--- config.mk ---
export PLATFORM = sky130hd
export DESIGN_NAME = interleaved_fifo_ctrl
export DESIGN_NICKNAME = d
export VERILOG_FILES = /design/src/rtl/interleaved_fifo_ctrl.sv
export SDC_FILE = /design/constraint.sdc
export NUM_CORES = 1
export LEC_CHECK = 0
export BUFFER_PORTS_ARGS = -buffer_cell sky130_fd_sc_hd__buf_2
export CELL_PAD_IN_SITES_DETAIL_PLACEMENT = 1
export CELL_PAD_IN_SITES_GLOBAL_PLACEMENT = 1
export CORE_ASPECT_RATIO = 0.6
export CORE_MARGIN = 5
export CORE_UTILIZATION = 27
export DETAILED_ROUTE_END_ITERATION = 10
export GPL_TIMING_DRIVEN = 0
export PLACE_DENSITY_LB_ADDON = 0.12
export SLEW_MARGIN = 20
export SYNTH_ARGS = -nofsm -noshare
export SYNTH_HDL_FRONTEND = slang
export SYNTH_SLANG_ARGS = --single-unit
--- constraint.sdc ---
create_clock -name clk -period 3.2 [get_ports clk]
set_input_delay 0.48 -clock clk [delete_from_list [all_inputs] [get_ports clk]]
set_output_delay 0.48 -clock clk [all_outputs]
set_load 0.01 [all_outputs]
--- src/rtl/interleaved_fifo_ctrl.sv ---
// Round-robin sequencer that stripes a stream across NUM_BANKS small FIFOs
// and drains them in the same order, presenting one in-order aggregate FIFO.
module interleaved_fifo_ctrl #(
  parameter int unsigned DATA_WIDTH = 8,
  parameter int unsigned NUM_BANKS  = 4,
  parameter int unsigned BANK_DEPTH = 2
) (
  input  logic                                       clk,
  input  logic                                       rstn,
  input  logic [DATA_WIDTH-1:0]                      in_data,
  input  logic                                       in_valid,
  output logic                                       in_ready,
  output logic [DATA_WIDTH-1:0]                      out_data,
  output logic                                       out_valid,
  input  logic                                       out_ready,
  input  logic                                       clear,
  output logic [$clog2(NUM_BANKS*BANK_DEPTH):0]      count,
  output logic                                       full,
  output logic                                       empty,
  output logic [DATA_WIDTH-1:0]                      bank_in_data,
  output logic [NUM_BANKS-1:0]                       bank_in_valid,
  input  logic [NUM_BANKS-1:0]                       bank_in_ready,
  input  logic [NUM_BANKS*DATA_WIDTH-1:0]            bank_out_data,
  input  logic [NUM_BANKS-1:0]                       bank_out_valid,
  output logic [NUM_BANKS-1:0]                       bank_out_ready,
  output logic                                       bank_clear
);

  localparam int unsigned CAP = NUM_BANKS * BANK_DEPTH;
  localparam int unsigned CW  = $clog2(CAP) + 1;
  localparam int unsigned PW  = $clog2(NUM_BANKS);

  typedef enum logic [1:0] {
    INIT  = 2'd0,
    RUN   = 2'd1,
    FLUSH = 2'd2
  } state_t;

  state_t        state;
  logic [PW-1:0] wr_ptr;
  logic [PW-1:0] rd_ptr;
  logic          run;
  logic          push;
  logic          pop;

  // Flags come straight off the count register so they never depend on inputs.
  assign full         = (count == CW'(CAP));
  assign empty        = (count == CW'(0));
  assign bank_in_data = in_data;

  // Handshake steering: only the bank under each pointer is ever addressed.
  always_comb begin
    run            = (state == RUN) && !clear;
    in_ready       = run && bank_in_ready[wr_ptr] && !full;
    out_valid      = run && bank_out_valid[rd_ptr] && !empty;
    push           = in_valid && in_ready;
    pop            = out_valid && out_ready;
    bank_in_valid  = '0;
    bank_out_ready = '0;
    if (push) bank_in_valid[wr_ptr] = 1'b1;
    if (pop)  bank_out_ready[rd_ptr] = 1'b1;
    bank_clear     = (state != RUN);
    out_data       = '0;
    for (int unsigned k = 0; k < NUM_BANKS; k++) begin
      if (rd_ptr == PW'(k)) out_data = bank_out_data[k*DATA_WIDTH +: DATA_WIDTH];
    end
  end

  always_ff @(posedge clk or negedge rstn) begin
    if (!rstn) begin
      state  <= INIT;
      wr_ptr <= '0;
      rd_ptr <= '0;
      count  <= '0;
    end else begin
      case (state)
        INIT: state <= RUN;
        RUN: begin
          if (clear) state <= FLUSH;
          // Power-of-two bank count lets the pointer wrap naturally.
          if (push) wr_ptr <= wr_ptr + PW'(1);
          if (pop)  rd_ptr <= rd_ptr + PW'(1);
          if (push && !pop)      count <= count + CW'(1);
          else if (pop && !push) count <= count - CW'(1);
        end
        FLUSH: begin
          wr_ptr <= '0;
          rd_ptr <= '0;
          count  <= '0;
          if (!clear) state <= RUN;
        end
        default: state <= INIT;
      endcase
    end
  end

endmodule
==> run summary <==
### Run status
- **run status** finished clean

### Critical path
- **critical path class** reg -> reg
- **crit path DAT** 3190 ps
- **crit path launch type** flop
- **required time at the worst-slack endpoint** 3360 ps
- **Critical Path End Type** flop
- **critical path peak fanout** 10

### Synthesis
- **cell with the most instances after synthesis** inv_1
- **Cell variety after synth** 40
- **leading post-synthesis cells by instance count** inv_1, ha_1, nor2_1
- **post-synth design cell area** 0.00121 mm^2
- **largest cells by area after synthesis** dfrtp_1, ha_1, inv_1, buf_4, a21oi_1
- **ys flop type** dfrtp_1
- **total of warnings raised by yosys** 0
- **number of standard cells after synthesis** 153
- **portion of synthesized cell area occupied by the leading cell type** 0.207
- **number of enable flip-flop cells after synthesis** 0
- **synthesized area per cell** 7.89 um^2
- **number of register bits inferred by synthesis** 10
- **biggest area consumer among synthesized cells** dfrtp_1
- **share of synthesized flip-flops with an asynchronous set or reset** 1.00
- **sequential fraction of the synthesis area** 0.207
- **syn nets** 221

### Route
- **detail-routed net length per standard cell** 14.7 um
- **final WL** 4280 um
- **drt pass-1 iters** 4
- **DRC violations left** 0
- **via count normalized by instance count** 4.41
- **count of routing violations after the opening detailed-route iteration** 31
- **Final ANT Viol Nets** 0
- **detailed-route via count** 1288

### Worst hold path
- **classification of the worst-slack hold path** in -> async

### CTS
- **hold buffer count at cts** 0
- **TritonCTS clock tree** built
- **level count of the clock H-tree** 1
- **number of buffers added by the clock tree synthesis step** 3
- **clock insertion delay at the later pin of the skew report** 240 ps
- **maximum root-to-sink buffer count** 2
- **Setup Buffers After CTS** 0
- **Clk pin slew, worst setup/hold paths** 50 ps
- **CTS root buffer** clkbuf_8
- **number of clock sinks seen by CTS** 10

### STA
- **relative slew slack** 0.654
- **final worst-path setup slack** 164 ps
- **Hold Vio Cnt, Final** 0
- **slew at the pin closest to its max-slew limit** 519 ps
- **maximum clock frequency** 329 MHz
- **portion of the clock cycle consumed by the worst path in the final layout** 0.949
- **worst hold margin** 111 ps
- **# setup viols final** 0
- **final worst path period need** 3040 ps
- **number of slew-limit violations in the final report** 0
- **unrepaired setup endpoints after global routing** false
- **setup skew after layout** 3.37 ps

### Die
- **Std-Cell Rows** 18
- **initial core utilization** 0.287
- **die span in x** 96.3 um
- **floorplan die area** 0.00595 mm^2
- **number of top-level pins** 86
- **Placeable Area** 0.00421 mm^2
- **vertical die dimension** 61.8 um

### Layout
- **number of standard cells in the final layout excluding fillers** 292
- **fraction of layout cells with a size suffix above 1** 0.427
- **Syn-to-layout area delta** 42.6%
- **net count of the finished layout** 302
- **count of antenna diodes in the layout** 0
- **post-route design area** 0.00172 mm^2

### Job
- **max-cap violation count** 0

### Pwr
- **reported leakage power** 0.937 nW
- **worst IR drop on VDD** 0.357 mV
- **total design power** 1.55 mW
- **power density of the placed cells** 901 mW/mm^2

### GRT
- **number of antenna violations at the first check in global routing** 0
- **first-pass GRT wire length** 6180 um
- **global-route congestion overflow total** 0
- **via count of the first global-routing pass** 1268
- **maximum number of pins on one net before global-route repair** 11
- **Global Route Usage Sum** 0.135

### Placed design
- **count of port buffers added during placement** 77
- **post-detailed-placement half-perimeter wirelength** 3620 um
- **total placed cells including tap cells** 290
- **post-placement worst setup slack** -153 ps
- **post-placement cell area** 0.00167 mm^2
- **placer congestion estimate** 0.738

[timing repair]
item / in CTS / in global routing
endpoints found under the setup margin: 2 / 1
gates resized for setup: 2 / 3
pin swaps: 0 / 0
[routing by layer]
layer	share of wire	vias to the layer above	global-route usage	wire, um
li1	-	679	-	-
met1	0.52	580	0.208	2240
met2	0.42	29	0.196	1790
met3	0.060	0	0.0373	255
met4	0	0	0.00599	0
met5	0	-	0	0
[report_power, final]
group          switching (mW)  internal, mW  total, mW
registers              0.0990         0.196      0.295
clock network          0.0515        0.0826      0.134
logic                   0.622         0.499       1.12
total                   0.773         0.778       1.55
[metrics by stage]
stage | TNS [ps] | utilization
after floorplan | 0 | -
after global placement | -137 | 0.396
after detailed placement | -185 | 0.396
after CTS | 0 | 0.406
after global routing | 0 | 0.409
final | 0 | 0.409
[final timing paths]
check	startpoint	to	slack (ps)	cells after the start
worst min-delay path	rstn	wr_ptr[0]$_DFFE_PN0P_	110	1
worst max register to register	count[1]$_DFFE_PN0P_	count[3]$_DFFE_PN0P_	160	10
min in group clk	clear	state[1]$_DFFE_PN0P_	570	3
worst max-delay path	count[1]$_DFFE_PN0P_	count[3]$_DFFE_PN0P_	160	10
worst min register to register	count[2]$_DFFE_PN0P_	count[2]$_DFFE_PN0P_	580	1
max in group asynchronous	rstn	rd_ptr[0]$_DFFE_PN0P_	2860	1
[registers in the layout, indices dropped and copies added (netlist names)]
name,flops
state,2
wr_ptr,2
count,4
rd_ptr,2
[logic make-up after synthesis]
group | synth area share
AOI/OAI and AO/OA | 0.209
adders and majority gates | 0.162
and+or+nand+nor | 0.188
muxes | 0.0736
DFF | 0.207
buffers and inverters | 0.132
xor gates and xnor gates | 0.0290
[placed cells by master, fill, tap and decap left out, types with 6 or more instances in the layout]
cell	instances
buf_4	8
nor2_1	14
nand2_1	11
ha_1	13
a21oi_1	11
clkbuf_1	6
inv_1	17
a22oi_1	7
o21ai_1	11
buf_2	78
dfrtp_1	9
[layout make-up]
class                      instances  area (um^2)
buffer                            16         92.6
sequential                        10          251
timing repair buffer              77          385
multi-input combinational        109          812
clock buffer                       3         41.3
tap                               60         75.1
fill                             551         2490
inverter                          17         63.8
[critical path, cell delays in order (launching register included)]
cell	delay, ps
dfrtp_1	420
or4_4	570
and4_4	220
clkbuf_2	190
or2_1	300
ha_1	280
a21o_1	100
a21oi_1	80
or3_1	350
a211o_1	310
o211ai_2	130
Note: power is estimated with default switching activity, not from simulation.
